`src/rtl/fifo_ptr_pkg.sv`:
```
// -----------------------------------------------------------------------------
// fifo_ptr_pkg
// Shared helpers for the async FIFO pointer logic.
//   PTR_MAX     widest pointer the helpers handle; callers zero-extend into it
//   fifo_depth  DEPTH = 1 << ADDRSIZE
//   bin2gray    binary -> Gray, width-generic for zero-extended inputs
//   gray2bin    Gray -> binary (XOR prefix from the MSB), width-generic for
//               zero-extended inputs; the caller keeps its low ADDRSIZE+1 bits
// -----------------------------------------------------------------------------
package fifo_ptr_pkg;

  localparam int PTR_MAX = 32;

  function automatic int fifo_depth(input int addrsize);
    return int'(32'd1 << addrsize);
  endfunction

  function automatic logic [PTR_MAX-1:0] bin2gray(input logic [PTR_MAX-1:0] ptr);
    return (ptr >> 1) ^ ptr;
  endfunction

  function automatic logic [PTR_MAX-1:0] gray2bin(input logic [PTR_MAX-1:0] ptr);
    logic [PTR_MAX-1:0] bin;
    bin[PTR_MAX-1] = ptr[PTR_MAX-1];
    for (int i = PTR_MAX - 2; i >= 0; i--) begin
      bin[i] = bin[i+1] ^ ptr[i];
    end
    return bin;
  endfunction

endpackage

```
`src/rtl/gray2bin_conv.sv`:
```
// -----------------------------------------------------------------------------
// gray2bin_conv
// Combinational Gray-to-binary converter (XOR prefix from the MSB down).
// Ports:
//   gray  in   WIDTH  Gray-coded value
//   bin   out  WIDTH  binary equivalent
// -----------------------------------------------------------------------------
module gray2bin_conv #(
  parameter int WIDTH = 5
) (
  input  logic [WIDTH-1:0] gray,
  output logic [WIDTH-1:0] bin
);

  // Each binary bit is the XOR of all Gray bits at and above it.
  always_comb begin
    bin = {WIDTH{1'b0}};
    bin[WIDTH-1] = gray[WIDTH-1];
    for (int i = WIDTH - 2; i >= 0; i--) begin
      bin[i] = bin[i+1] ^ gray[i];
    end
  end

endmodule

```
`src/rtl/wptr_full_level.sv`:
```
// -----------------------------------------------------------------------------
// wptr_full_level
// Write-domain pointer and status generator of the async FIFO. Keeps binary
// and Gray write pointers, drives the RAM write address and produces
// registered full, almost-full, fill-level and overflow indications.
// Optional feature macro: WPTR_OVF_STICKY_EN adds a latched overflow flag
// (wovf_sticky) with its clear input (wovf_clr).
// Ports:
//   wclk          in   1           write clock
//   wrst_n        in   1           asynchronous active-low reset
//   winc          in   1           write request, accepted only while not full
//   wq2_rptr      in   ADDRSIZE+1  synchronized read Gray pointer
//   waddr         out  ADDRSIZE    RAM write address
//   wptr          out  ADDRSIZE+1  registered Gray write pointer
//   wfull         out  1           registered full flag
//   walmost_full  out  1           registered level >= AFULL_THRESH
//   wlevel        out  ADDRSIZE+1  registered fill level, 0..DEPTH
//   wovf          out  1           one-cycle pulse for a dropped write
//   wovf_clr      in   1           [WPTR_OVF_STICKY_EN] clears wovf_sticky
//   wovf_sticky   out  1           [WPTR_OVF_STICKY_EN] latched overflow
// -----------------------------------------------------------------------------
module wptr_full_level
  import fifo_ptr_pkg::*;
#(
  parameter int ADDRSIZE     = 4,
  parameter int AFULL_THRESH = 12
) (
  input  logic                wclk,
  input  logic                wrst_n,
  input  logic                winc,
  input  logic [ADDRSIZE:0]   wq2_rptr,
  output logic [ADDRSIZE-1:0] waddr,
  output logic [ADDRSIZE:0]   wptr,
  output logic                wfull,
  output logic                walmost_full,
  output logic [ADDRSIZE:0]   wlevel,
  output logic                wovf
`ifdef WPTR_OVF_STICKY_EN
  ,
  input  logic                wovf_clr,
  output logic                wovf_sticky
`endif
);

  localparam int PW    = ADDRSIZE + 1;
  localparam int DEPTH = fifo_depth(ADDRSIZE);
  localparam logic [PW-1:0] DEPTH_P = PW'(DEPTH);
  localparam logic [PW-1:0] AFULL_P = PW'(AFULL_THRESH);

  // Reject an almost-full threshold outside 1..DEPTH at elaboration.
  if (AFULL_THRESH < 1 || AFULL_THRESH > DEPTH) begin : g_bad_thresh
    $error("wptr_full_level: AFULL_THRESH out of range 1..DEPTH");
  end

  logic [PW-1:0] wbin_r;
  logic [PW-1:0] wptr_r;
  logic          wfull_r;
  logic          walmost_full_r;
  logic [PW-1:0] wlevel_r;
  logic          wovf_r;

  logic          winc_ok_s;
  logic          ovf_set_s;
  logic [PW-1:0] wbinnext_s;
  logic [PW-1:0] wgraynext_s;
  logic [PW-1:0] rbin_s;
  logic [PW-1:0] lvl_next_s;
  logic [PTR_MAX-1:0] gray_wide_s;

  // Read pointer back to binary so the level is a plain subtraction.
  gray2bin_conv #(.WIDTH(PW)) u_rptr_g2b (
    .gray (wq2_rptr),
    .bin  (rbin_s)
  );

  // Next-state pointer, level and overflow terms.
  always_comb begin
    winc_ok_s   = winc & ~wfull_r;
    ovf_set_s   = winc & wfull_r;
    wbinnext_s  = wbin_r + {{ADDRSIZE{1'b0}}, winc_ok_s};
    gray_wide_s = bin2gray({{(PTR_MAX-PW){1'b0}}, wbinnext_s});
    wgraynext_s = gray_wide_s[PW-1:0];
    // Modulo subtraction absorbs the wrap of either pointer; a stale
    // read pointer can only make this larger, never smaller.
    lvl_next_s  = wbinnext_s - rbin_s;
  end

  // Pointer, level and flag registers.
  always_ff @(posedge wclk or negedge wrst_n) begin
    if (!wrst_n) begin
      wbin_r         <= {PW{1'b0}};
      wptr_r         <= {PW{1'b0}};
      wfull_r        <= 1'b0;
      walmost_full_r <= 1'b0;
      wlevel_r       <= {PW{1'b0}};
      wovf_r         <= 1'b0;
    end else begin
      wbin_r         <= wbinnext_s;
      wptr_r         <= wgraynext_s;
      wfull_r        <= (lvl_next_s == DEPTH_P);
      walmost_full_r <= (lvl_next_s >= AFULL_P);
      wlevel_r       <= lvl_next_s;
      wovf_r         <= ovf_set_s;
    end
  end

`ifdef WPTR_OVF_STICKY_EN
  logic wovf_sticky_r;

  // Latched overflow; a new overflow wins over a simultaneous clear.
  always_ff @(posedge wclk or negedge wrst_n) begin
    if (!wrst_n) begin
      wovf_sticky_r <= 1'b0;
    end else begin
      wovf_sticky_r <= ovf_set_s | (wovf_sticky_r & ~wovf_clr);
    end
  end

  assign wovf_sticky = wovf_sticky_r;
`endif

  assign waddr        = wbin_r[ADDRSIZE-1:0];
  assign wptr         = wptr_r;
  assign wfull        = wfull_r;
  assign walmost_full = walmost_full_r;
  assign wlevel       = wlevel_r;
  assign wovf         = wovf_r;

endmodule

```
`config.mk`:
```
export PLATFORM = sky130hd
export DESIGN_NAME = wptr_full_level
export DESIGN_NICKNAME = d
export VERILOG_FILES = /design/src/rtl/fifo_ptr_pkg.sv /design/src/rtl/gray2bin_conv.sv /design/src/rtl/wptr_full_level.sv
export SDC_FILE = /design/constraint.sdc
export NUM_CORES = 1
export LEC_CHECK = 0
export ABC_AREA = 1
export BUFFER_PORTS_ARGS = -buffer_cell sky130_fd_sc_hd__buf_4
export CORE_AREA = 2 2 44 46
export DETAILED_ROUTE_END_ITERATION = 16
export DIE_AREA = 0 0 46 48
export PLACE_DENSITY = 0.73
export SLEW_MARGIN = 20
export SYNTH_ARGS = -nofsm -noshare
export SYNTH_HDL_FRONTEND = slang
export SYNTH_SLANG_ARGS = --single-unit
```
`constraint.sdc`:
```
create_clock -name wclk -period 4.2 [get_ports wclk]
set_clock_uncertainty 0.15 [all_clocks]
set_input_delay 0.84 -clock wclk [delete_from_list [all_inputs] [get_ports wclk]]
set_output_delay 0.84 -clock wclk [all_outputs]
set_load 0.02 [all_outputs]
```
==> reports/qor.txt, run 1 <==
DIE
---------------------------------------------------------------------------------
Full die area                                                          2210 sq um
I/O pin cnt                                                                    25
Die Height                                                                  48 um
Starting Density                                                            0.502
Die Wd                                                                      46 um
Site Rows                                                                      15
Core Box Area                                                          1690 sq um

WORST SETUP PATH
---------------------------------------------------------------------------------
Largest stage delay on the critical path                                   420 ps
Startpoint types                                                       input port
CP arrival                                                                3070 ps
Required time of the critical path                                        4270 ps
Worst setup EP type                                                     flip-flop
Cells along the critical path                                        buf_4, inv_1, nand2_1, nand3b_1, nand2_1, xor2_1, xor2_1, inv_1, ha_1, inv_1, fa_1, or2_2, nor2_1, nand2_1, nor2_2
Category of the most critical setup path                             input port to flip-flop
Slowest CP cell                                                              fa_1
Top fanout value on the critical path                                           4

STA
---------------------------------------------------------------------------------
Number of failing hold endpoints at the final stage                             0
Fin crit share                                                              0.713
Final worst path period need                                              2990 ps
Unrepaired setup endpoints after global routing                                no
Worst-margin pin slew                                                      407 ps
Aggregate negative setup slack                                               0 ps
Total count of max-transition violations in the final report                    0
Max Clock Freq                                                            334 MHz
Final setup violating endpoints                                                 0
Remaining max-slew budget at the tightest pin                               0.727

CTS
---------------------------------------------------------------------------------
Gates resized, CTS repair                                                       0
Hold_buf cts                                                                    0
CTS Buffer Depth                                                                2
Number of buffers inserted by post-CTS setup repair                             0
Clk Tree Root Cell                                                       clkbuf_4
H-tree levels                                                                   1
Source-to-sink clock delay at the later pin of the worst-skew pair         280 ps
Sink Count                                                                     17
CTS tree                                                                      yes
Number of CTS-inserted buffers                                                  3
Clock Pin Slew Worst Setup and Hold Paths                                   90 ps

FINISH
---------------------------------------------------------------------------------
Proportion of layout cells with a drive suffix above 1                      0.339
Count of fill cells added during filler insertion                             150
Non-Filler Instances                                                          129
Layout overhead on the synthesized area                                     27.0%
Final Core Density                                                          0.638
Diode count                                                                     0
Net count of the finished layout                                              127

PLACED DESIGN
---------------------------------------------------------------------------------
Detailed Place HPWL                                                       1140 um
Placed Cells                                                                  125
Final weighted congestion of routability-driven global placement            0.653
# port buffers                                                                 24

ROUTING
---------------------------------------------------------------------------------
Post-detailed-route wirelength per cell                                   10.1 um
Residual DRC count                                                              0
Remaining antenna violation count after routing                                 0
Final routed wirelength across all metal layers                           1310 um
Violation count after the first detailed-route iteration                        0
Detailed-routing iteration count for the pre-antenna-repair pass                1
Total vias in the final route                                                 627
Routed via count divided by cell count                                       4.86

OUTCOME
---------------------------------------------------------------------------------
Outcome                                                              finished clean

GLOBAL ROUTE
---------------------------------------------------------------------------------
Antenna violations before repair                                                0
Maximum number of pins on one net before global-route repair                   18
First-pass GRT wire length                                                2250 um
GR Overflow Total                                                               0
Vias in the first global route                                                569
GR Util All Layers                                                          0.151

SYNTHESIS
---------------------------------------------------------------------------------
Cell taking the most area after synthesis                                 dfrtp_1
Synthesis-stage register bit count                                             17
Synth Cell Area                                                         848 sq um
Distinct cells, synth                                                          19
Syn_nets                                                                       98
Post-synthesis cell count                                                      84
Sequential cell area fraction in the yosys report                           0.501
Average cell area after synthesis                                      10.1 sq um
Top cell type's share of synthesized area                                   0.501
Yosys warning total                                                             0
Top cells by area in the synthesized netlist                         dfrtp_1, nand2_1, ha_1

POWER AND IR DROP
---------------------------------------------------------------------------------
Largest voltage drop on the vdd net                                      0.465 mV
P per Cell Area                                                       938 nW/um^2
Reported leakage power                                                   0.602 nW

MIN PATH
---------------------------------------------------------------------------------
Classification of the worst-slack hold path                          input port to asynchronous set/reset pin

JOB
---------------------------------------------------------------------------------
Max-cap violations                                                              0

[kinds of logic (layout without fill, tap and decap cells)]
group	Yosys count	count (layout)	share of synthesized area
DFF	17	17	0.501
buffers and inverters	14	42	0.0619
xor gates and xnor gates	10	10	0.121
and+or+nand+nor	36	36	0.209
adders and majority gates	6	6	0.0973
AOI/OAI and AO/OA	1	1	0.00885
[registers in the layout, summed over array words and instances (netlist names)]
name,count
wovf,1
wbin_r,5
walmost_full,1
wfull,1
wlevel,5
wptr,4
[placed cells by master, fill, tap and decap left out, drive strengths merged]
| cell | Yosys | final |
|---|---|---|
| ha | 5 | 5 |
| clkinv | 0 | 1 |
| xor2 | 6 | 6 |
| clkbuf | 0 | 3 |
| nand3b | 3 | 3 |
| inv | 14 | 14 |
| or2 | 1 | 1 |
| a21o | 1 | 1 |
| dfrtp | 17 | 17 |
| nor2 | 3 | 3 |
| nand2 | 22 | 22 |
| buf | 0 | 24 |
| xnor2 | 4 | 4 |
| nand3 | 6 | 6 |
| nand4 | 1 | 1 |
| fa | 1 | 1 |
[critical path: cells and delay by family]
kind                       cells  cell delay [ps]
and+or+nand+nor                7              820
adders and majority gates      2              590
xor gates and xnor gates       2              490
buffers and inverters          4              310
[cell usage after synthesis]
| master | instances |
|---|---|
| xnor2_1 | 2 |
| nand4_1 | 1 |
| nor2_2 | 1 |
| nand3b_2 | 1 |
| dfrtp_1 | 17 |
| inv_1 | 13 |
| inv_2 | 1 |
| nand3_1 | 5 |
| nand3_2 | 1 |
| a21o_1 | 1 |
| xnor2_2 | 2 |
| ha_1 | 5 |
| nand2_2 | 3 |
| nand3b_1 | 2 |
| or2_2 | 1 |
| xor2_1 | 6 |
| fa_1 | 1 |
| nor2_1 | 2 |
| nand2_1 | 19 |
[metrics by stage]
step / area, sq um / power [W] / hold WS, ps / setup WS, ps
6_report: 1080 / 0.00101 / 241 / 1210
5_1_grt: 1080 / 0.00111 / 243 / 964
4_1_cts: 1080 / 0.00103 / 244 / 1180
3_5_place_dp: 1050 / 0.000941 / 345 / 883
3_3_place_gp: 1050 / 0.000921 / 327 / 949
2_1_floorplan: 848 / 0.000735 / 394 / 1160
[metal layers]
layer / routed length (um) / vias to the layer above / GRT usage
met3: 44 / 2 / 0.0226
met4: 20 / 0 / 0.103
li1: - / 316 / -
met5: 0 / - / 0
met2: 740 / 18 / 0.267
met1: 504 / 291 / 0.167
[final timing paths]
check | from | end | slack (ps) | depth (start not counted)
setup / recovery | wq2_rptr[4] | wfull$_DFF_PN0_ | 1210 | 15
hold / removal | wrst_n | wptr[3]$_DFF_PN0_ | 240 | 1
setup reg to reg | wfull$_DFF_PN0_ | wfull$_DFF_PN0_ | 1920 | 8
hold reg to reg | wfull$_DFF_PN0_ | wovf$_DFF_PN0_ | 350 | 2
max in group asynchronous | wrst_n | walmost_full$_DFF_PN0_ | 3480 | 1
min in group wclk | wfull$_DFF_PN0_ | wovf$_DFF_PN0_ | 350 | 2
[report_power, final]
group	internal, W	total, W	leakage (nW)	switching (W)
clock network	0.0000354	0.0000827	0.0177	0.0000474
registers	0.000252	0.000292	0.202	0.0000398
logic	0.000271	0.000636	0.382	0.000365
total	0.000559	0.00101	0.602	0.000452
[area by class of cell]
class / count / area [sq um] / share of cell area
multi-input combinational: 53 / 370 / 0.344
clock inverter: 1 / 5.00 / 0.00465
clock buffer: 3 / 22.5 / 0.0209
tap: 17 / 21.3 / 0.0197
timing repair buffer: 24 / 180 / 0.167
sequential: 17 / 425 / 0.395
inverter: 14 / 52.6 / 0.0488
(Power assumes the default switching activity.)
==> run 2, diff against run 1 <==
- CORE_AREA: 2 2 44 46 -> 2 2 45 47
- DIE_AREA: 0 0 46 48 -> 0 0 47 49
- PLACE_DENSITY: 0.73 -> 0.7
- clock period: 4.2 -> 3.09 ns (I/O delays scaled with it)
==> run 2 against run 1 <==
First-iteration DRC count grew 5. Cell area grew 2.4%. Clock-buffer cell count grew 1. Die area grew 4.3%. Critical path depth is the same. Sequential share of layout area shrank 0.94 points. Total power grew 38%. Register-to-register slack lost 1200 ps. Combinational power grew 39%. Routed wire length grew 6.0%. Cell count grew 9.3%. Worst setup slack lost 800 ps. Critical path type unchanged. Largest power group unchanged.
==> reports/qor.txt, run 2 (synthesized netlist as in run 1, its figures left out) <==
ROUTING
---------------------------------------------------------------------------------
Final routed wirelength across all metal layers                           1390 um
Detailed-routing iteration count for the pre-antenna-repair pass                4
Violation count after the first detailed-route iteration                        5
Total vias in the final route                                                 626
Routed via count divided by cell count                                       4.44
Remaining antenna violation count after routing                                 0
Residual DRC count                                                              0
Post-detailed-route wirelength per cell                                   9.84 um

WORST SETUP PATH
---------------------------------------------------------------------------------
Reg-to-reg slack, setup                                                    770 ps
Required time of the critical path                                        3150 ps
Category of the most critical setup path                             input port to flip-flop
Crit Reg-Reg Endpoint                                                wfull$_DFF_PN0_
Reg2reg start                                                        wfull$_DFF_PN0_
CP arrival                                                                2740 ps
Top fanout value on the critical path                                           4
Setup crit start                                                      wq2_rptr[4]
Worst Reg2Reg Path Length in Cells                                              8
Worst setup EP type                                                     flip-flop
Critical Path Sink                                                   wfull$_DFF_PN0_
Startpoint types                                                       input port

CTS
---------------------------------------------------------------------------------
Number of buffers inserted by post-CTS setup repair                             0
Source-to-sink clock delay at the later pin of the worst-skew pair         270 ps
Sink Count                                                                     17
Gates resized, CTS repair                                                       0
Hold_buf cts                                                                    0
H-tree levels                                                                   1
Clk Tree Root Cell                                                       clkbuf_4
Clock Pin Slew Worst Setup and Hold Paths                                   90 ps
CTS Buffer Depth                                                                2
Number of CTS-inserted buffers                                                  3
CTS tree                                                                      yes

OUTCOME
---------------------------------------------------------------------------------
Outcome                                                              finished clean

FINISH
---------------------------------------------------------------------------------
Finished layout cell area                                              1100 sq um
Final Core Density                                                          0.599
Net count of the finished layout                                              129
Count of fill cells added during filler insertion                             172
Most used cells in the layout excluding fill and tap cells           buf_4, nand2_1, dfrtp_1
Register cell area after layout                                         425 sq um
Diode count                                                                     0
Layout overhead on the synthesized area                                     30.1%
Area occupied by multi-input gates                                      370 sq um
Most common cell after layout, fill and taps aside                          buf_4
Proportion of layout cells with a drive suffix above 1                      0.342

POWER AND IR DROP
---------------------------------------------------------------------------------
Reported leakage power                                                   0.609 nW
Largest voltage drop on the vdd net                                      0.629 mV
P per Cell Area                                                      1260 nW/um^2

STA
---------------------------------------------------------------------------------
Remaining max-slew budget at the tightest pin                               0.833
Unrepaired setup endpoints after global routing                                no
Total count of max-transition violations in the final report                    0
Number of failing hold endpoints at the final stage                             0
Aggregate negative setup slack                                               0 ps
Max Clock Freq                                                            373 MHz
Worst-margin pin slew                                                      249 ps
Final worst path period need                                              2680 ps
Post-layout worst setup margin                                             411 ps
Final setup violating endpoints                                                 0
Worst hold slack                                                          33.8 ps
Fin crit share                                                              0.867

GLOBAL ROUTE
---------------------------------------------------------------------------------
First-pass GRT wire length                                                2270 um
GR Util All Layers                                                          0.135
Maximum number of pins on one net before global-route repair                   18
GR Overflow Total                                                               0
Antenna violations before repair                                                0
Vias in the first global route                                                577

DIE
---------------------------------------------------------------------------------
Site Rows                                                                      16
Full die area                                                          2300 sq um
Die Wd                                                                      47 um
Core Box Area                                                          1840 sq um
Die Height                                                                  49 um
Starting Density                                                            0.461
I/O pin cnt                                                                    25

PLACED DESIGN
---------------------------------------------------------------------------------
Post-Place Setup Slack                                                     110 ps
Detailed Place HPWL                                                       1160 um
Final weighted congestion of routability-driven global placement            0.715
# port buffers                                                                 24
Instance area after placement                                          1080 sq um

JOB
---------------------------------------------------------------------------------
Max-cap violations                                                              0

MIN PATH
---------------------------------------------------------------------------------
Classification of the worst-slack hold path                          input port to asynchronous set/reset pin

[run 2: changes by cell type in the layout (fill, tap and decap cells not counted)]
| cell | change |
|---|---|
| clkbuf_1 | +1 |
| buf_4 | +2 |
| clkinv_2 | -1 |
[run 2: power by group]
part           leakage, nW  switching, W  internal, W  total, W
logic                0.392      0.000502     0.000381  0.000883
clock network       0.0150     0.0000601    0.0000499  0.000110
registers            0.202     0.0000535     0.000343  0.000396
total                0.609      0.000616     0.000774   0.00139
[run 2: how the worst min path moves through the flow]
stage / cells after the start / slack, ps / endpoint
2_1_floorplan: 0 / 170 / walmost_full$_DFF_PN0_
5_1_grt: 1 / 50 / wptr[0]$_DFF_PN0_
4_1_cts: 1 / 40 / wptr[0]$_DFF_PN0_
6_report: 1 / 30 / walmost_full$_DFF_PN0_
3_3_place_gp: 2 / 320 / wovf$_DFF_PN0_
3_5_place_dp: 1 / 340 / wlevel[0]$_DFF_PN0_
[run 2: per-layer routing]
metal	track usage	vias up	wire, um
met5	0	-	0
met3	0.0111	2	47
met4	0.0556	0	22
li1	-	317	-
met1	0.174	293	601
met2	0.224	14	717
[run 2: worst max-delay path, cell delays in order]
cell and delay [ps]:
buf_4 100, inv_1 50, nand2_1 70, nand3_1 90
nand2_1 140, xor2_1 230, xor2_1 160, inv_1 50
ha_1 170, inv_1 80, fa_1 420, or2_2 310
nor2_1 100, nand2_1 60, nor2_2 90
[run 2: final cells by class]
cell class,instances,share of cell area
sequential,17,0.385
inverter,14,0.0476
timing repair buffer,26,0.177
tap,27,0.0306
clock buffer,4,0.0238
multi-input combinational,53,0.336
[run 2: through the flow]
stage | power [W] | instances
2_1_floorplan | 0.000999 | 84
3_3_place_gp | 0.00127 | 137
3_5_place_dp | 0.00129 | 137
4_1_cts | 0.00140 | 141
5_1_grt | 0.00152 | 141
6_report | 0.00139 | 141
